<file path="src/rtl/dds_sweep_ctrl.sv">
// Frequency-sweep sequencer for a PWM/DDS generator: steps a frequency
// control word from start_step toward stop_step, holding each value for a
// programmable dwell, with one-shot or looping operation and abort.
module dds_sweep_ctrl #(
   parameter int unsigned PW = 32,
   parameter int unsigned DW = 24
) (
   input  logic          clk,
   input  logic          reset,
   input  logic          start,
   input  logic          abort,
   input  logic          loop,
   input  logic [PW-1:0] start_step,
   input  logic [PW-1:0] stop_step,
   input  logic [PW-1:0] delta_step,
   input  logic [DW-1:0] dwell,
   input  logic [PW-1:0] duty_in,
   input  logic [PW-1:0] phase_in,
   output logic [PW-1:0] step_out,
   output logic [PW-1:0] phase_out,
   output logic [PW-1:0] duty_out,
   output logic          gen_reset_n,
   output logic          busy,
   output logic          done
);

   typedef enum logic [1:0] {
      S_IDLE  = 2'd0,
      S_ALIGN = 2'd1,
      S_DWELL = 2'd2,
      S_DONE  = 2'd3
   } state_t;

   state_t        state_q;
   logic [PW-1:0] step_q, phase_q, duty_q;
   logic [PW-1:0] start_step_q, stop_step_q, delta_q;
   logic [DW-1:0] dwell_q, cnt_q;
   logic          loop_q, up_q;
   logic          gen_rst_n_q, busy_q, done_q;

   logic [PW:0]   sum_w, diff_w;
   logic [PW-1:0] next_step_d;
   logic [DW-1:0] dwell_eff_w;

   // A zero dwell behaves as a one-cycle dwell.
   assign dwell_eff_w = (dwell == '0) ? DW'(1) : dwell;

   // Candidate steps are formed one bit wider so overflow/underflow show in the MSB.
   assign sum_w  = {1'b0, step_q} + {1'b0, delta_q};
   assign diff_w = {1'b0, step_q} - {1'b0, delta_q};

   // Next step value, clamped to stop_step on overshoot, wrap or zero delta.
   always_comb begin
      next_step_d = stop_step_q;
      if (delta_q != '0) begin
         if (up_q) begin
            if (!sum_w[PW] && (sum_w[PW-1:0] < stop_step_q))
               next_step_d = sum_w[PW-1:0];
         end else begin
            if (!diff_w[PW] && (diff_w[PW-1:0] > stop_step_q))
               next_step_d = diff_w[PW-1:0];
         end
      end
   end

   // Sweep FSM with registered outputs; abort takes priority over everything.
   always_ff @(posedge clk or posedge reset) begin
      if (reset) begin
         state_q      <= S_IDLE;
         step_q       <= '0;
         phase_q      <= '0;
         duty_q       <= '0;
         cnt_q        <= '0;
         start_step_q <= '0;
         stop_step_q  <= '0;
         delta_q      <= '0;
         dwell_q      <= DW'(1);
         loop_q       <= 1'b0;
         up_q         <= 1'b1;
         gen_rst_n_q  <= 1'b1;
         busy_q       <= 1'b0;
         done_q       <= 1'b0;
      end else begin
         case (state_q)
            S_IDLE: begin
               done_q      <= 1'b0;
               gen_rst_n_q <= 1'b1;
               if (start && !abort) begin
                  start_step_q <= start_step;
                  stop_step_q  <= stop_step;
                  delta_q      <= delta_step;
                  dwell_q      <= dwell_eff_w;
                  loop_q       <= loop;
                  up_q         <= (stop_step >= start_step);
                  step_q       <= start_step;
                  phase_q      <= phase_in;
                  duty_q       <= duty_in;
                  gen_rst_n_q  <= 1'b0;
                  busy_q       <= 1'b1;
                  state_q      <= S_ALIGN;
               end
            end
            S_ALIGN: begin
               if (abort) begin
                  gen_rst_n_q <= 1'b1;
                  busy_q      <= 1'b0;
                  state_q     <= S_IDLE;
               end else begin
                  cnt_q       <= dwell_q;
                  gen_rst_n_q <= 1'b1;
                  state_q     <= S_DWELL;
               end
            end
            S_DWELL: begin
               if (abort) begin
                  busy_q  <= 1'b0;
                  state_q <= S_IDLE;
               end else if (cnt_q == DW'(1)) begin
                  if (step_q == stop_step_q) begin
                     if (loop_q) begin
                        step_q <= start_step_q;
                        cnt_q  <= dwell_q;
                     end else begin
                        done_q  <= 1'b1;
                        state_q <= S_DONE;
                     end
                  end else begin
                     step_q <= next_step_d;
                     cnt_q  <= dwell_q;
                  end
               end else begin
                  cnt_q <= cnt_q - DW'(1);
               end
            end
            S_DONE: begin
               // done is high for exactly the one cycle spent here.
               done_q  <= 1'b0;
               busy_q  <= 1'b0;
               state_q <= S_IDLE;
            end
            default: begin
               done_q      <= 1'b0;
               busy_q      <= 1'b0;
               gen_rst_n_q <= 1'b1;
               state_q     <= S_IDLE;
            end
         endcase
      end
   end

   assign step_out    = step_q;
   assign phase_out   = phase_q;
   assign duty_out    = duty_q;
   assign gen_reset_n = gen_rst_n_q;
   assign busy        = busy_q;
   assign done        = done_q;

endmodule
</file>
<file path="config.mk">
export PLATFORM = sky130hd
export DESIGN_NAME = dds_sweep_ctrl
export DESIGN_NICKNAME = d
export VERILOG_FILES = /design/src/rtl/dds_sweep_ctrl.sv
export SDC_FILE = /design/constraint.sdc
export NUM_CORES = 1
export LEC_CHECK = 0
export BUFFER_PORTS_ARGS = -buffer_cell sky130_fd_sc_hd__buf_2
export CAP_MARGIN = 15
export CORE_ASPECT_RATIO = 2
export CORE_MARGIN = 4
export CORE_UTILIZATION = 54
export CTS_BUF_LIST = sky130_fd_sc_hd__clkbuf_2 sky130_fd_sc_hd__clkbuf_4 sky130_fd_sc_hd__clkbuf_8
export DETAILED_ROUTE_END_ITERATION = 8
export PLACE_DENSITY = 0.92
export SYNTH_ARGS = -nofsm -noshare
export SYNTH_HDL_FRONTEND = slang
export SYNTH_SLANG_ARGS = --single-unit
</file>
<file path="constraint.sdc">
create_clock -name clk -period 7.9 [get_ports clk]
set_input_delay 1.58 -clock clk [delete_from_list [all_inputs] [get_ports clk]]
set_output_delay 1.58 -clock clk [all_outputs]
set_load 0.01 [all_outputs]
</file>
Word-level counts from Yosys, hierarchy flattened
Index checks and enable logic that the tools add are counted.
{ "classes": {"n_eq_ne": 17, "n_reduce_logical": 21, "muxes": 34, "order_cmp": 3, "addsub": 3} }
{ "op_table": {"columns": ["operator", "n"], "rows": [
  ["2-to-1 mux 32 bit", 9],
  ["2-to-1 mux 24 bit", 6],
  ["case mux 32 bit (2 select lines)", 1],
  ["case mux 24 bit (2 select lines)", 1],
  ["adder 32 x 32 -> 33 bit", 1],
  ["subtractor 32 x 32 -> 33 bit", 1],
  ["equality test 32 bit", 1],
  ["greater-or-equal comparator 32 bit", 1],
  ["> comparator 32 bit", 1],
  ["< comparator 32 bit", 1],
  ["nonzero test 32 bit", 1],
  ["equality test 24 x 1 -> 1 bit (second input constant)", 1],
  ["logical NOT 24 bit", 1],
  ["subtractor 24 x 1 -> 24 bit (second input constant)", 1],
  ["2-to-1 mux 2 bit", 6],
  ["!= test 2 bit (second input constant)", 6],
  ["!= test 3 bit (second input constant)", 4],
  ["AND reduction 5 bit", 2],
  ["case mux 2 bit (4 select lines)", 1],
  ["AND reduction 4 bit", 2],
  ["nonzero test 2 bit", 4],
  ["2-to-1 mux 1 bit", 7],
  ["equality test 2 bit (second input constant)", 2],
  ["!= test 4 bit (second input constant)", 1],
  ["9 further kinds", 16]
]} }
{ "word_totals": {"regBits": 247, "word_cells": 92, "output_inout_bits": 99, "inputBits": 189} }

Longest topological paths before layout
Gate-level depths: netlist of the first run.
{ "depth": {"ltp_word": 10, "mapped_depth": 23, "ltp_nobuf": 22} }

Least setup slack after synthesis of the first run
Ideal clock, no wire load.
{ "synth_timing": {"path_kind": "flip-flop to flip-flop", "start": "reg step_q[2] (netlist: step_out[2])", "end": "reg step_q[1] (netlist: step_out[1])", "setup_ps": 131, "stages_incl_launch_ff": 21, "path_buffers": 2, "synth_period_minus_slack_ps": 4844, "arrival_ps": 4714, "setup_slack_ps": 3056, "cell_sequence": "dfrtp_1 ha_1 buf_2 nand2b_1 a221oi_1 o211a_1 o31a_1 o21ai_1 or4_1 and3b_1 xnor2_1 ha_1 nor2b_1 o21ai_0 o2111ai_1 nor4_1 and4_1 o21ai_1 clkbuf_1 a222oi_1 o21ai_0"} }
{ "synth_via": {"elab_chain_cells": 10, "word_cells_on_any_way": 19, "cone_classes": "add/sub (2); order compare (2); eq/ne (2); mux (8); reduce/logical (5)"} }
{ "synth_lines": {"columns": ["item", "line", "rtl"], "rows": [
  ["start, declared", "35", "logic [PW-1:0] step_q, phase_q, duty_q;"],
  ["start signal, assigned", "95", "step_q <= start_step;"],
  ["start signal, assigned", "121", "step_q <= start_step_q;"],
  ["start signal, assigned", "128", "step_q <= next_step_d;"],
  ["subtractor 32 x 32 -> 33 bit / adder 32 x 32 -> 33 bit (equally long branches)", "50, 49", null],
  ["> comparator 32 bit (tied with other cells)", "60", "if (!diff_w[PW] && (diff_w[PW-1:0] > stop_step_q))"],
  ["logical AND 1 bit (on tied branches)", "60, 57", null],
  ["2-to-1 mux 32 bit (on tied branches)", "60, 57", null],
  ["2-to-1 mux 32 bit", "56", "if (up_q) begin"],
  ["2-to-1 mux 32 bit", "55", "if (delta_q != '0) begin"],
  ["2-to-1 mux 32 bit", "119", "if (step_q == stop_step_q) begin"],
  ["2-to-1 mux 32 bit", "118", "end else if (cnt_q == DW'(1)) begin"],
  ["2-to-1 mux 32 bit", "115", "if (abort) begin"],
  ["case mux 32 bit (2 select lines)", "84", "case (state_q)"]
]} }
Parallel ways exist; a longest one is shown, timed or not. The select of a mux whose other input is x is not followed.
A chain may end at the register's enable or synchronous reset.

Final worst setup path of the first run
{ "layout_timing": {"start": "reg step_q[5] (netlist: step_out[5])", "end": "reg step_q[17] (netlist: step_out[17])"} }
The elaborated chain is that of the path after synthesis.

==> results.md, run 1 <==
- Row cnt: 92
- Resized Gates After CTS: 0
- Synthesized Nets: 2,267
- Rel. slew slack: 0.221
- Reg clk slew, reported paths: 0.07 ns
- Min-Delay Path Class: reg -> reg
- Ys async rst share: 1.00
- Final setup skew: 0.0372 ns
- Worst path max stage delay: 0.92 ns
- Clk buf depth: 3
- H-tree levels: 2
- CP Buf/Inv Count: 0
- Total CTS buffers: 38
- Gpl congestion: 1.04
- Top-Level Pins: 288
- Synth Area in Simple Gates: 0.132
- Vias in the first global route: 16,825
- Critical-path top delay cell: nor2_1
- Max-cap violations: 0
- Cell Area, Synth: 17,400 um2
- Yosys reg bits: 247
- Global route overflow: 0
- Sum Neg Setup Slack: 0 ns
- Worst-path fanout max: 13
- Clk sinks: 247
- Die X: 135 um
- Worst-path cell chain: ha_1 -> nand3_1 -> a211oi_1 -> o2111ai_1 -> a2111oi_0 -> o21ai_0 -> a211oi_1 -> o41ai_1 -> xnor2_1 -> ha_1 -> nand4_1 -> nor4_1 -> nand2_1 -> or3_1 -> o21ai_0 -> a211oi_4 -> nor2_1 -> a2111oi_0 -> a211o_1
- Status: finished clean
- CTS tree: built
- Final setup fails: 0
- Crit Path Class: reg -> reg
- Syn_area_per_cell: 9.09 um2
- Detailed Routing Iterations Pass 1: 8
- Routed wire length: 59.2 mm
- Clk root buf: clkbuf_8
- Number of synthesized flops with an enable pin: 0
- Post-layout net count: 2,514
- 1st-iter DRT viols: 1,397
- Yosys cell types: 71
- WL/cell: 22.7 um
- Final hold vios: 0
- Post-CTS Hold Fix Bufs: 0
- GRT Total Usage: 0.329
- Synth Area in Adders: 0.121
- Worst-Margin Slew: 1.16 ns
- Syn Inst Count: 1,911
- Final Max Slew Viols: 0
- PortBufs: 287
- RSZ-0062 raised after global routing: false
- DRC errors left: 0
- Core area: 31,700 um2
- Full die area: 35,300 um2
- Post-synthesis compound-gate area fraction: 0.192
- DRT antenna net count: 0
- Final worst setup slack: 1.03 ns
- Vias per inst: 6.20
- Die Y: 262 um
- Startpoint types: register
- Hold_ws: 0.485 ns
- Largest family of logic cells by synthesized area: compound AO/OA/AOI/OAI gates
- XOR/XNOR share of the synthesized area: 0.0459
- Share of cells above drive strength 1: 0.253
- Family with the most delay on the worst path: compound AO/OA/AOI/OAI gates
- Worst EP required: 8.35 ns
- Area delta synth->final: 14.7%
- Yosys warns: 0
- Clock Latency Late Sink: 0.59 ns
- Mux cell area share after synthesis: 0.101
- HPWL after detailed placement: 45.8 mm
- First-pass GRT wire length: 91.1 mm
- Post-synthesis sequential area ratio: 0.356
- Via count: 16,205
- Final worst-path cycle share: 0.869
- Crit path time final: 6.87 ns
- Pre-CTS WS: 1.26 ns
- Crit end category: register
- Largest net degree at the start of global routing: 149
- Starting Density: 0.549
- Post-CTS setup buffers: 0
- Crit path DAT: 7.32 ns
- Main synth FF type: dfrtp_1
- Number of antenna violations at the first check in global routing: 6
- Max Clk Rate: 146 MHz
[registers in the layout, summed over array words and instances, names as in the netlist]
signal and flops:
busy 1, cnt_q 24, delta_q 32, done 1, duty_out 32, dwell_q 24
gen_reset_n 1, loop_q 1, phase_out 32, start_step_q 32, state_q 2, step_out 32
stop_step_q 32, up_q 1
[final cells by class]
type	instances	area [um2]
Antenna cell	1	2.50
Clock buffer	62	741
Clock inverter	8	72.6
Fill cell	2596	11700
Inverter	141	533
Multi-Input combinational cell	1427	10300
Sequential cell	247	6180
Tap cell	423	529
Timing Repair Buffer	303	1570
[Yosys cell counts, types with 6 or more instances]
library cell | instances | area, um2
or4_1 | 6 | 45.0
a22o_1 | 7 | 61.3
a211o_1 | 7 | 61.3
xnor2_1 | 53 | 464
nor4_1 | 40 | 250
a221oi_1 | 13 | 114
mux2_2 | 153 | 1720
dfrtp_1 | 244 | 6110
nand2b_1 | 20 | 125
nand4_1 | 26 | 163
buf_2 | 15 | 75.1
a311oi_1 | 7 | 61.3
a21oi_1 | 149 | 746
o21ai_0 | 153 | 766
nor2_1 | 158 | 593
a22oi_1 | 10 | 75.1
o211ai_1 | 12 | 90.1
nand2_1 | 116 | 435
ha_1 | 165 | 2060
o21bai_1 | 8 | 60.1
a211oi_1 | 14 | 105
o21a_1 | 6 | 45.0
o31a_1 | 6 | 52.6
o31ai_1 | 10 | 75.1
nor3_1 | 27 | 135
nand3_1 | 28 | 140
inv_1 | 140 | 526
a31oi_1 | 35 | 219
xor2_1 | 38 | 333
a21o_1 | 36 | 270
nor2b_1 | 24 | 150
o22ai_1 | 6 | 37.5
or3_1 | 7 | 43.8
clkbuf_1 | 76 | 285
or2_2 | 8 | 50.1
[placed cells by master, fill, tap and decap left out, types with 26 or more instances in the layout]
master / instances
inv_1: 139
nand4_1: 26
xnor2_1: 53
a31oi_1: 35
clkbuf_8: 44
xor2_1: 38
o21ai_0: 153
a21o_1: 36
nor4_1: 40
nand2_1: 116
nor3_1: 27
nor2_1: 157
dfrtp_1: 244
buf_2: 287
mux2_2: 153
nand3_1: 28
a21oi_1: 149
ha_1: 164
[final timing paths]
| check | start | endpoint | slack, ns | cells after the start |
|---|---|---|---|---|
| max reg2reg | step_out[5] | step_out[17] | 1.03 | 19 |
| min in group asynchronous | reset | phase_out[18] | 1.18 | 2 |
| min reg2reg | start_step_q[16] | start_step_q[16] | 0.49 | 2 |
| min | start_step_q[16] | start_step_q[16] | 0.49 | 2 |
| max | step_out[5] | step_out[17] | 1.03 | 19 |
| max in group asynchronous | reset | delta_q[19] | 5.37 | 3 |
[metal layers]
| metal | vias up | wire length (um) | global-route usage |
|---|---|---|---|
| met3 | 252 | 3830 | 0.0552 |
| met5 | - | 47 | 0 |
| met2 | 857 | 30400 | 0.595 |
| li1 | 7374 | - | - |
| met1 | 7716 | 19900 | 0.340 |
| met4 | 6 | 4990 | 0.237 |
[worst register-to-register path, cell delays in order (launching register included)]
cell and delay [ns]:
dfrtp_1 0.47, ha_1 0.52, nand3_1 0.13, a211oi_1 0.47, o2111ai_1 0.25, a2111oi_0 0.75, o21ai_0 0.29, a211oi_1 0.37
o41ai_1 0.13, xnor2_1 0.19, ha_1 0.33, nand4_1 0.15, nor4_1 0.50, nand2_1 0.13, or3_1 0.36, o21ai_0 0.18
a211oi_4 0.08, nor2_1 0.92, a2111oi_0 0.27, a211o_1 0.28
[stage by stage]
step           cell area, um2   util  std cells
5_1_grt                 19900  0.630       2612
4_1_cts                 19900  0.630       2611
6_report                19900  0.630       2612
3_5_place_dp            19100  0.604       2541
3_3_place_gp            19100  0.604       2541
2_1_floorplan           17400      -       1911
[cell families after synthesis]
| kind of cell | Yosys count |
|---|---|
| AOI/OAI and AO/OA | 533 |
| and+or+nand+nor | 480 |
| muxes | 156 |
| adders and majority gates | 167 |
| DFF | 247 |
| xor gates and xnor gates | 91 |
| buffers and inverters | 237 |
Power of run 1 is not shown: default switching activity piles up to over one toggle a cycle in this logic, so the estimate is an artifact.
==> run 2: changes to the inputs <==
--- a/config.mk
+++ b/config.mk
@@ -12,6 +12,7 @@
 export CORE_UTILIZATION = 54
 export CTS_BUF_LIST = sky130_fd_sc_hd__clkbuf_2 sky130_fd_sc_hd__clkbuf_4 sky130_fd_sc_hd__clkbuf_8
 export DETAILED_ROUTE_END_ITERATION = 8
+export MAX_ROUTING_LAYER = met4
 export PLACE_DENSITY = 0.92
 export SYNTH_ARGS = -nofsm -noshare
 export SYNTH_HDL_FRONTEND = slang
==> run 2 against run 1 <==
  * Global-route usage is 1.7 points higher
  * Die area stayed put
  * Maximum frequency is 6.7% higher
  * Routed wire length is 2.6% higher
  * Hold slack worse by 0.0024 ns
  * Cell area is 0.57% higher
  * Sequential share of layout area is 0.18 points lower
  * Setup slack better by 0.43 ns
  * Non-clock buffer count is 2 higher
  * Core utilization is 0.36 points higher
  * Via count hardly changed
  * First-iteration DRC count is 20% lower
  * Highest routed layer is now met4
==> results.md, run 2 (same netlist as run 1, synthesis figures left out) <==
- Die X: 135 um (unchanged)
- Final worst-path cycle share: 0.815 (-0.0547)
- Max-cap violations: 0 (unchanged)
- Top-Level Pins: 288 (unchanged)
- R2R depth: 20 (+1)
- Rel. slew slack: 0.228 (+0.00706)
- Full die area: 35,300 um2 (unchanged)
- Clk sinks: 247 (unchanged)
- Post-layout net count: 2,518 (+0.16%)
- RSZ-0062 raised after global routing: false
- Via count: 16,208 (+0.019%)
- Worst EP required: 8.40 ns (+0.05 ns)
- PortBufs: 287 (unchanged)
- Worst path max stage delay: 0.68 ns (-0.24 ns)
- 1st-iter DRT viols: 1,118 (-20%)
- Post-CTS Hold Fix Bufs: 0 (unchanged)
- CTS tree: built
- Core area: 31,700 um2 (unchanged)
- Vias in the first global route: 16,768 (-0.34%)
- DRT antenna net count: 0 (unchanged)
- Die Y: 262 um (unchanged)
- Sum Neg Setup Slack: 0 ns (unchanged)
- Reg area: 6180 um2 (unchanged)
- Global route overflow: 0 (unchanged)
- Crit path from: step_out[2]
- Finished Layout Cells: 2,616 (+0.15%)
- Number of antenna violations at the first check in global routing: 1 (-5)
- Worst R2R End: step_out[17]
- First-pass GRT wire length: 92.0 mm (+1.1%)
- DP Cell Count: 2,543 (+0.079%)
- Crit Path Class: reg -> reg
- Pre-CTS WS: 1.46 ns (+0.197 ns)
- CP endpoint: step_out[17]
- WL/cell: 23.2 um (+2.5%)
- DRC errors left: 0 (unchanged)
- Vias per inst: 6.20 (-0.13%)
- Worst-Margin Slew: 1.16 ns (-0.00628 ns)
- Starting Density: 0.549 (unchanged)
- Min-Delay Path Class: reg -> reg
- Worst reg-to-reg setup slack: 1.46 ns (+0.43 ns)
- Largest net degree at the start of global routing: 149 (unchanged)
- Clk buf depth: 3 (unchanged)
- Gpl congestion: 1.00 (-3.4%)
- Final worst setup slack: 1.46 ns (+0.432 ns)
- H-tree levels: 2 (unchanged)
- HPWL after detailed placement: 47.8 mm (+4.4%)
- Family with the most delay on the worst path: compound AO/OA/AOI/OAI gates
- Final setup fails: 0 (unchanged)
- Resized Gates After CTS: 0 (unchanged)
- Util after Layout: 0.633 (+0.00360)
- Clk root buf: clkbuf_8
- Crit path time final: 6.44 ns (-0.432 ns)
- Final Max Slew Viols: 0 (unchanged)
- Routed wire length: 60.7 mm (+2.6%)
- Fillers: 2,610 (+0.54%)
- Worst-path cell chain: ha_1 -> o21ai_0 -> a211oi_1 -> o2111ai_1 -> a2111oi_0 -> o21ai_0 -> a211oi_1 -> o41ai_1 -> xnor2_1 -> ha_1 -> nand4_1 -> nor4_1 -> nand2_1 -> a31oi_1 -> o21ai_0 -> a211oi_4 -> nor2_1 -> buf_4 -> a2111oi_0 -> a211o_1
- Post-CTS setup buffers: 0 (unchanged)
- Worst r2r src: step_out[2]
- Area delta synth->final: 15.4%
- Clock Latency Late Sink: 0.58 ns (about the same)
- CP Depth: 20 (+1)
- Max Clk Rate: 155 MHz (+6.7%)
- Final hold vios: 0 (unchanged)
- GRT Total Usage: 0.347 (+0.0172)
- Critical-path top delay cell: a211oi_4
- Most frequent cells in the layout: 287 x buf_2, 244 x dfrtp_1, 164 x ha_1, 157 x nor2_1
- Footprint of the multi-input gates: 10,300 um2 (unchanged)
- CP Buf/Inv Count: 1 (+1)
- Share of cells above drive strength 1: 0.255 (+0.00136)
- Crit end category: register
- Crit path DAT: 6.93 ns (-0.39 ns)
- Total CTS buffers: 40 (+5.3%)
- Reg clk slew, reported paths: 0.06 ns (about the same)
- Worst-path fanout max: 14 (+1)
- Detailed Routing Iterations Pass 1: 8 (unchanged)
- Startpoint types: register
- Status: finished clean
- Row cnt: 92 (unchanged)
- Worst path most repeated cell: o21ai_0
- Leading cell type in the layout, fill and taps excluded: buf_2
- Final setup skew: 0.0232 ns (-0.0140 ns)
==> run 2: changes by cell type in the layout (fill, tap and decap cells not counted), sizes merged <==
cell	change
buf	+2
bufinv	+2
clkbuf	+1
clkinv	-1
clkinvlp	+1
inv	-1
==> run 2: worst min-delay path, stage by stage, from the launching register on <==
cell     delay [ns]
dfrtp_1        0.34
nand2_1        0.05
o21ai_0        0.06
==> run 2: area by class of cell <==
| cell class | count | area share |
|---|---|---|
| antenna | 1 | 0.000125 |
| clock buffer | 63 | 0.0392 |
| clock inverter | 9 | 0.00630 |
| inverter | 141 | 0.0266 |
| multi-input combinational | 1427 | 0.514 |
| sequential | 247 | 0.308 |
| tap | 423 | 0.0264 |
| timing repair buffer | 305 | 0.0790 |
==> run 2: metal layers <==
metal  vias up  routed length, um  global-route usage
met5         -                  0                   -
met4         0               5490               0.253
met3       267               3470              0.0448
met2       805              30800               0.600
met1      7748              21000               0.357
li1       7388                  -                   -
==> run 2: how the worst min path moves through the flow <==
stage                     start                to  slack [ns]  cells after the start
6_report        start_step_q[2]   start_step_q[2]        0.48                      2
4_1_cts         start_step_q[2]   start_step_q[2]        0.48                      2
2_1_floorplan  start_step_q[27]  start_step_q[27]        0.45                      2
3_5_place_dp    start_step_q[2]   start_step_q[2]        0.47                      2
5_1_grt        start_step_q[29]  start_step_q[29]        0.51                      2
3_3_place_gp    start_step_q[8]   start_step_q[8]        0.46                      2
==> run 2: per-stage QoR <==
stage	hold slack, ns	area, um2
after global routing	0.510	20100
after CTS	0.483	20100
after global placement	0.463	19100
final	0.483	20100
after floorplan	0.450	17400
after detailed placement	0.471	19100
Power of run 2 is left out for the same reason.
